==> config.mk <==
export PLATFORM = sky130hd
export DESIGN_NAME = bullet_palette_arbiter_flat
export DESIGN_NICKNAME = d
export VERILOG_FILES = /design/src/rtl/bullet_palette_arbiter_pkg.sv /design/src/rtl/bullet_palette_arbiter_if.sv /design/src/rtl/bullet_palette_arbiter_rr_pick.sv /design/src/rtl/bullet_palette_arbiter.sv /design/src/flat_wrapper.sv
export SDC_FILE = /design/constraint.sdc
export NUM_CORES = 1
export LEC_CHECK = 0
export CAP_MARGIN = 20
export CORE_ASPECT_RATIO = 0.75
export CORE_MARGIN = 8
export CORE_UTILIZATION = 42
export DETAILED_ROUTE_END_ITERATION = 7
export GPL_ROUTABILITY_DRIVEN = 0
export PLACE_DENSITY = 0.85
export SYNTH_ARGS = -nofsm -noshare
export SYNTH_HDL_FRONTEND = slang
export SYNTH_SLANG_ARGS = --single-unit
==> constraint.sdc <==
create_clock -name Clk -period 5.45 [get_ports Clk]
set_clock_uncertainty 0.15 [all_clocks]
set_input_delay 1.09 -clock Clk [delete_from_list [all_inputs] [get_ports Clk]]
set_output_delay 1.09 -clock Clk [all_outputs]
set_load 0.02 [all_outputs]
==> src/rtl/bullet_palette_arbiter_pkg.sv <==
// bullet_gfx_pkg: shared bullet graphics types and the palette colour-key index.
package bullet_gfx_pkg;
  typedef logic [3:0] pal_idx_t;
  typedef struct packed {
    logic [3:0] r;
    logic [3:0] g;
    logic [3:0] b;
  } rgb12_t;
  localparam pal_idx_t PAL_TRANSPARENT_IDX = 4'd1;
endpackage

==> src/rtl/bullet_palette_arbiter_if.sv <==
// bullet_palette_arbiter_if: requester, palette and response signals of the palette arbiter.
// Ports (slave = arbiter side): in frame_start, req, req_index, pal_red/green/blue;
// out gnt, pal_index, rsp_valid, rsp_id, rsp_red/green/blue, rsp_transparent.
interface bullet_palette_arbiter_if #(parameter int NUM_REQ = 4);
  import bullet_gfx_pkg::*;
  localparam int IW = $clog2(NUM_REQ);
  logic                   frame_start;
  logic [NUM_REQ-1:0]     req;
  logic [4*NUM_REQ-1:0]   req_index;
  logic [NUM_REQ-1:0]     gnt;
  pal_idx_t               pal_index;
  logic [3:0]             pal_red;
  logic [3:0]             pal_green;
  logic [3:0]             pal_blue;
  logic                   rsp_valid;
  logic [IW-1:0]          rsp_id;
  logic [3:0]             rsp_red;
  logic [3:0]             rsp_green;
  logic [3:0]             rsp_blue;
  logic                   rsp_transparent;
  modport master (
    output frame_start, req, req_index, pal_red, pal_green, pal_blue,
    input  gnt, pal_index, rsp_valid, rsp_id, rsp_red, rsp_green, rsp_blue, rsp_transparent
  );
  modport slave (
    input  frame_start, req, req_index, pal_red, pal_green, pal_blue,
    output gnt, pal_index, rsp_valid, rsp_id, rsp_red, rsp_green, rsp_blue, rsp_transparent
  );
endinterface

==> src/rtl/bullet_palette_arbiter_rr_pick.sv <==
// rr_pick: combinational round-robin pick, first set req bit searching cyclically from ptr.
// Ports: i_req request vector, i_ptr search start; o_gnt one-hot grant, o_granted encoded, o_any.
module rr_pick #(
  parameter int N = 4
) (
  input  logic [N-1:0]         i_req,
  input  logic [$clog2(N)-1:0] i_ptr,
  output logic [N-1:0]         o_gnt,
  output logic [$clog2(N)-1:0] o_granted,
  output logic                 o_any
);
  localparam int IW = $clog2(N);
  localparam logic [IW:0] NL = (IW+1)'(N);
  logic [IW:0] w_sum;
  logic [IW:0] w_pos;
  // One extra bit on the sum so the wrap is an explicit compare against N,
  // which keeps non-power-of-two requester counts correct.
  always_comb begin
    o_gnt = '0;
    o_granted = '0;
    o_any = 1'b0;
    w_sum = '0;
    w_pos = '0;
    for (int k = 0; k < N; k++) begin
      w_sum = {1'b0, i_ptr} + (IW+1)'(k);
      w_pos = w_sum >= NL ? w_sum - NL : w_sum;
      if (!o_any && i_req[w_pos[IW-1:0]]) begin
        o_any = 1'b1;
        o_granted = w_pos[IW-1:0];
        o_gnt[w_pos[IW-1:0]] = 1'b1;
      end
    end
  end
endmodule

==> src/rtl/bullet_palette_arbiter.sv <==
// bullet_palette_arbiter: round-robin sharing of the bullet palette with a registered colour response.
// Ports: Clk, Reset (async, active-high); bus (slave modport) carries requests, palette
// index/colour and the tagged response.
module bullet_palette_arbiter
  import bullet_gfx_pkg::*;
#(
  parameter int       NUM_REQ         = 4,
  parameter pal_idx_t TRANSPARENT_IDX = PAL_TRANSPARENT_IDX
) (
  input logic Clk,
  input logic Reset,
  bullet_palette_arbiter_if.slave bus
);
  localparam int IW = $clog2(NUM_REQ);
  logic [NUM_REQ-1:0] w_gnt;
  logic [IW-1:0]      w_granted;
  logic               w_any;
  pal_idx_t           w_idx;
  rgb12_t             w_pal;
  logic [IW-1:0]      r_ptr;
  logic               r_valid;
  logic [IW-1:0]      r_id;
  rgb12_t             r_rgb;
  logic               r_transparent;
  rr_pick #(.N(NUM_REQ)) u_pick (
    .i_req     (bus.req),
    .i_ptr     (r_ptr),
    .o_gnt     (w_gnt),
    .o_granted (w_granted),
    .o_any     (w_any)
  );
  assign w_idx = w_any ? bus.req_index[4*w_granted +: 4] : '0;
  assign w_pal = '{r: bus.pal_red, g: bus.pal_green, b: bus.pal_blue};
  // frame_start overrides the grant advance; the grant this cycle still used the old pointer.
  always_ff @(posedge Clk or posedge Reset) begin
    if (Reset) begin
      r_ptr <= '0;
      r_valid <= 1'b0;
      r_id <= '0;
      r_rgb <= '0;
      r_transparent <= 1'b0;
    end else begin
      r_ptr <= bus.frame_start ? '0 :
               !w_any ? r_ptr :
               w_granted == IW'(NUM_REQ-1) ? '0 : w_granted + IW'(1);
      r_valid <= w_any;
      if (w_any) begin
        r_id <= w_granted;
        r_rgb <= w_pal;
        r_transparent <= w_idx == TRANSPARENT_IDX;
      end
    end
  end
  assign bus.gnt = w_gnt;
  assign bus.pal_index = w_idx;
  assign bus.rsp_valid = r_valid;
  assign bus.rsp_id = r_id;
  assign bus.rsp_red = r_rgb.r;
  assign bus.rsp_green = r_rgb.g;
  assign bus.rsp_blue = r_rgb.b;
  assign bus.rsp_transparent = r_transparent;
endmodule

==> src/flat_wrapper.sv <==
// flat-port wrapper written by rule: the top's interface ports become plain ports
module bullet_palette_arbiter_flat import bullet_gfx_pkg::*;
#(
  parameter int       NUM_REQ         = 4,
  parameter pal_idx_t TRANSPARENT_IDX = PAL_TRANSPARENT_IDX
)
  (Clk, Reset, bus_frame_start, bus_req, bus_req_index, bus_pal_red, bus_pal_green, bus_pal_blue, bus_gnt, bus_pal_index, bus_rsp_valid, bus_rsp_id, bus_rsp_red, bus_rsp_green, bus_rsp_blue, bus_rsp_transparent);
  bullet_palette_arbiter_if #(.NUM_REQ(NUM_REQ)) bus_i ();
  input logic Clk;
  input logic Reset;
  input wire logic [$bits(bus_i.frame_start)-1:0] bus_frame_start;
  input wire logic [$bits(bus_i.req)-1:0] bus_req;
  input wire logic [$bits(bus_i.req_index)-1:0] bus_req_index;
  input wire logic [$bits(bus_i.pal_red)-1:0] bus_pal_red;
  input wire logic [$bits(bus_i.pal_green)-1:0] bus_pal_green;
  input wire logic [$bits(bus_i.pal_blue)-1:0] bus_pal_blue;
  output wire logic [$bits(bus_i.gnt)-1:0] bus_gnt;
  output wire logic [$bits(bus_i.pal_index)-1:0] bus_pal_index;
  output wire logic [$bits(bus_i.rsp_valid)-1:0] bus_rsp_valid;
  output wire logic [$bits(bus_i.rsp_id)-1:0] bus_rsp_id;
  output wire logic [$bits(bus_i.rsp_red)-1:0] bus_rsp_red;
  output wire logic [$bits(bus_i.rsp_green)-1:0] bus_rsp_green;
  output wire logic [$bits(bus_i.rsp_blue)-1:0] bus_rsp_blue;
  output wire logic [$bits(bus_i.rsp_transparent)-1:0] bus_rsp_transparent;
  assign bus_i.frame_start = bus_frame_start;
  assign bus_i.req = bus_req;
  assign bus_i.req_index = bus_req_index;
  assign bus_i.pal_red = bus_pal_red;
  assign bus_i.pal_green = bus_pal_green;
  assign bus_i.pal_blue = bus_pal_blue;
  assign bus_gnt = bus_i.gnt;
  assign bus_pal_index = bus_i.pal_index;
  assign bus_rsp_valid = bus_i.rsp_valid;
  assign bus_rsp_id = bus_i.rsp_id;
  assign bus_rsp_red = bus_i.rsp_red;
  assign bus_rsp_green = bus_i.rsp_green;
  assign bus_rsp_blue = bus_i.rsp_blue;
  assign bus_rsp_transparent = bus_i.rsp_transparent;
  bullet_palette_arbiter #(.NUM_REQ(NUM_REQ), .TRANSPARENT_IDX(TRANSPARENT_IDX)) u_core (.Clk(Clk), .Reset(Reset), .bus(bus_i));
endmodule
==> results of run 1 <==
==> critical path, cell delays in order <==
cell	delay, ns
clkdlybuf4s50_1	0.52
mux4_2	0.52
nor2b_4	0.17
or3_4	0.40
o21ai_4	0.19
buf_4	0.17
mux2i_1	0.08
o22ai_1	0.24
clkdlybuf4s50_1	0.67
==> power by group <==
part	leakage, uW	internal [uW]	switching (uW)
clock network	0.0000216	49.0	39.3
logic	0.000693	347	369
registers	0.000215	157	19.9
total	0.000929	553	428
==> state kept, by name (all words and copies together), names as in the netlist <==
| name | count |
|---|---|
| u_core.bus.rsp_green | 4 |
| u_core.r_ptr | 2 |
| u_core.bus.rsp_red | 4 |
| u_core.bus.rsp_valid | 1 |
| u_core.bus.rsp_transparent | 1 |
| u_core.bus.rsp_id | 2 |
| u_core.bus.rsp_blue | 4 |
==> metrics by stage <==
stage               total power [uW]   util  hold WS (ns)
floorplan                        652      -         0.433
global placement                 865  0.658         0.300
detailed placement               887  0.658         0.305
CTS                              981  0.672         0.319
global route                    1050  0.679         0.347
finish                           981  0.679         0.313
==> cells in the mapped netlist (all sizes together) <==
master,instances
nand2,39
o41ai,1
buf,3
nor2,10
a211oi,1
nor2b,1
inv,7
a21oi,3
nand2b,1
mux2,9
o21a,1
o31ai,1
ha,9
mux4,3
mux2i,9
a21o,1
a22oi,4
dfrtp,18
clkbuf,3
a221o,4
a211o,1
a2bb2oi,1
nor4,2
or3,2
o21ai,5
o22ai,4
==> kinds of logic (layout without fill, tap and decap cells) <==
family,Yosys count,in the layout,share of synthesized area
flops,18,18,0.336
simple gates,55,55,0.171
mux,21,21,0.196
fa+ha+maj,9,9,0.0840
compound gates,27,27,0.165
buf+inv,13,73,0.0485
==> layer usage <==
metal  global-route usage  vias up  share of wire
met3               0.0455        4          0.073
li1                     -      626              -
met5                    0        -              0
met1                0.178      595           0.40
met4               0.0356        0          0.014
met2                0.252       51           0.51
==> worst paths after layout <==
| kind | end | startpoint | cells after the start |
|---|---|---|---|
| max | bus_pal_index[2] | bus_req[0] | 9 |
| min | u_core.bus.rsp_red[1] | u_core.bus.rsp_red[1] | 2 |
| max reg2reg | u_core.bus.rsp_transparent | u_core.r_ptr[1] | 9 |
| min reg2reg | u_core.bus.rsp_red[1] | u_core.bus.rsp_red[1] | 2 |
| max in group asynchronous | u_core.r_ptr[1] | Reset | 2 |
| min in group asynchronous | u_core.bus.rsp_green[3] | Reset | 2 |
==> cell usage in the layout, fill, tap and decap left out, types with 2 or more instances in the layout <==
cell type,synthesis,layout
a221o_1,4,4
clkdlybuf4s50_1,0,55
mux2_2,6,6
inv_1,6,6
nor2_1,10,9
buf_4,0,5
ha_1,9,9
nand2_1,39,39
a22oi_1,4,4
o21ai_0,2,2
dlymetal6s2s_1,0,3
clkbuf_8,0,3
o21ai_4,2,2
o22ai_1,4,4
dfrtp_1,18,18
mux2_1,2,2
mux4_2,3,3
a21oi_1,3,3
mux2i_1,9,9
==> cell type report <==
type,count,share of cell area
repair buffers,63,0.307
inverters,7,0.0129
clock buffers,3,0.0203
flip-flops and latches,18,0.221
multi-input cells,112,0.415
well taps,38,0.0234
==> flow_summary.ini, run 1 <==
[status]
status = finished clean

[final_layout]
antenna_cells = 0
final_cells = 241
n_fill_cell = 238
layout.nets = 249
final_cell_area_sq_um = 2040
multi_input_area_sq_um = 845
syn_to_final_growth_pct = 51.8
seq_area_sq_um = 450
drive_above_1_share = 0.133

[timing]
grt_setup_unrepaired = no
finalCritPeriodShare = 0.971
relSlewSlack = 0.566
final-max-slew-violation-count = 0
hold_violations = 0
setup_viol = 0
fin_ws_ns = 0.156
tightest_slew_ns = 0.650
fin_crit_ns = 5.29
max_freq_mhz = 189
setup_tns_ns = 0

[setup_path]
start_kind = primary input
end_kind = output pin
cp_max_fo = 8
crit_type = in -> out
required_ns = 4.21
arrival_ns = 4.05
r2r_slack_ns = 1.99

[placement]
pre_cts_slack_ns = 0.0298
dpl_cell_area_sq_um = 1970
place_inst = 238
dpl.hpwl_mm = 3.17
portBuffers = 58

[floorplan]
core.rowCount = 17
initial_core_util = 0.447
die_w_microns = 81.3
dieArea_sq_um = 5280
ios = 59
die_h_microns = 64.9
core-area_sq_um = 3000

[synthesis]
syn_area_sq_um = 1340
synth.distinct_cells = 32
syn_avg_cell_area_sq_um = 9.38
syn_nets = 187
yosys.area.top_type = dfrtp_1
synth_seq_area_share = 0.336
synth_top_area_frac = 0.336
ys_ff_latch = 18
yosysWarnings = 0
synth_cells = 143
synth.area.top_cells = dfrtp_1, nand2_1, ha_1

[detailed_routing]
antenna_left = 0
dr_total_vias = 1276
viasPerCell = 5.29
wl_mm = 3.88
drc = 0
wl_per_cell_microns = 16.1
drtIter0Drc = 78
drtPass1Iterations = 4

[pwr]
max-vdd-ir-drop_uv = 420
leakage_uw = 0.000929
powerDensity_nw_per_um2 = 482

[clock_tree]
cts_max_path_buffers = 2
clock_sinks = 18
cts_resized = 0
numCtsBuffers = 3
clk_pin_slew_ns = 0.06
cts_root_buf = clkbuf_8
post-cts-setup-buffers = 0
cts_tree = yes
cts_max_level = 1
cts_hold_buf = 0
clock_latency_ns = 0.24

[grt]
antenna_found_initial = 0
grt_pass1_wl_mm = 6.35
grt_usage = 0.148
grt_pass1_vias = 1295
grt_max_degree = 19
gr-total-overflow = 0

[run]
cap_viol_max_count = 0

[worst_hold_path]
min_path_type = reg -> reg
Note: power is estimated with default switching activity, not from simulation.
==> run 2, diff against run 1 <==
--- a/config.mk
+++ b/config.mk
@@ -10,8 +10,8 @@
 export CORE_MARGIN = 8
 export CORE_UTILIZATION = 42
 export DETAILED_ROUTE_END_ITERATION = 7
-export GPL_ROUTABILITY_DRIVEN = 0
 export PLACE_DENSITY = 0.85
+export SLEW_MARGIN = 20
 export SYNTH_ARGS = -nofsm -noshare
 export SYNTH_HDL_FRONTEND = slang
 export SYNTH_SLANG_ARGS = --single-unit
==> results of run 2 <==
The final DEF is identical to that of run 1; final timing and power are the same.
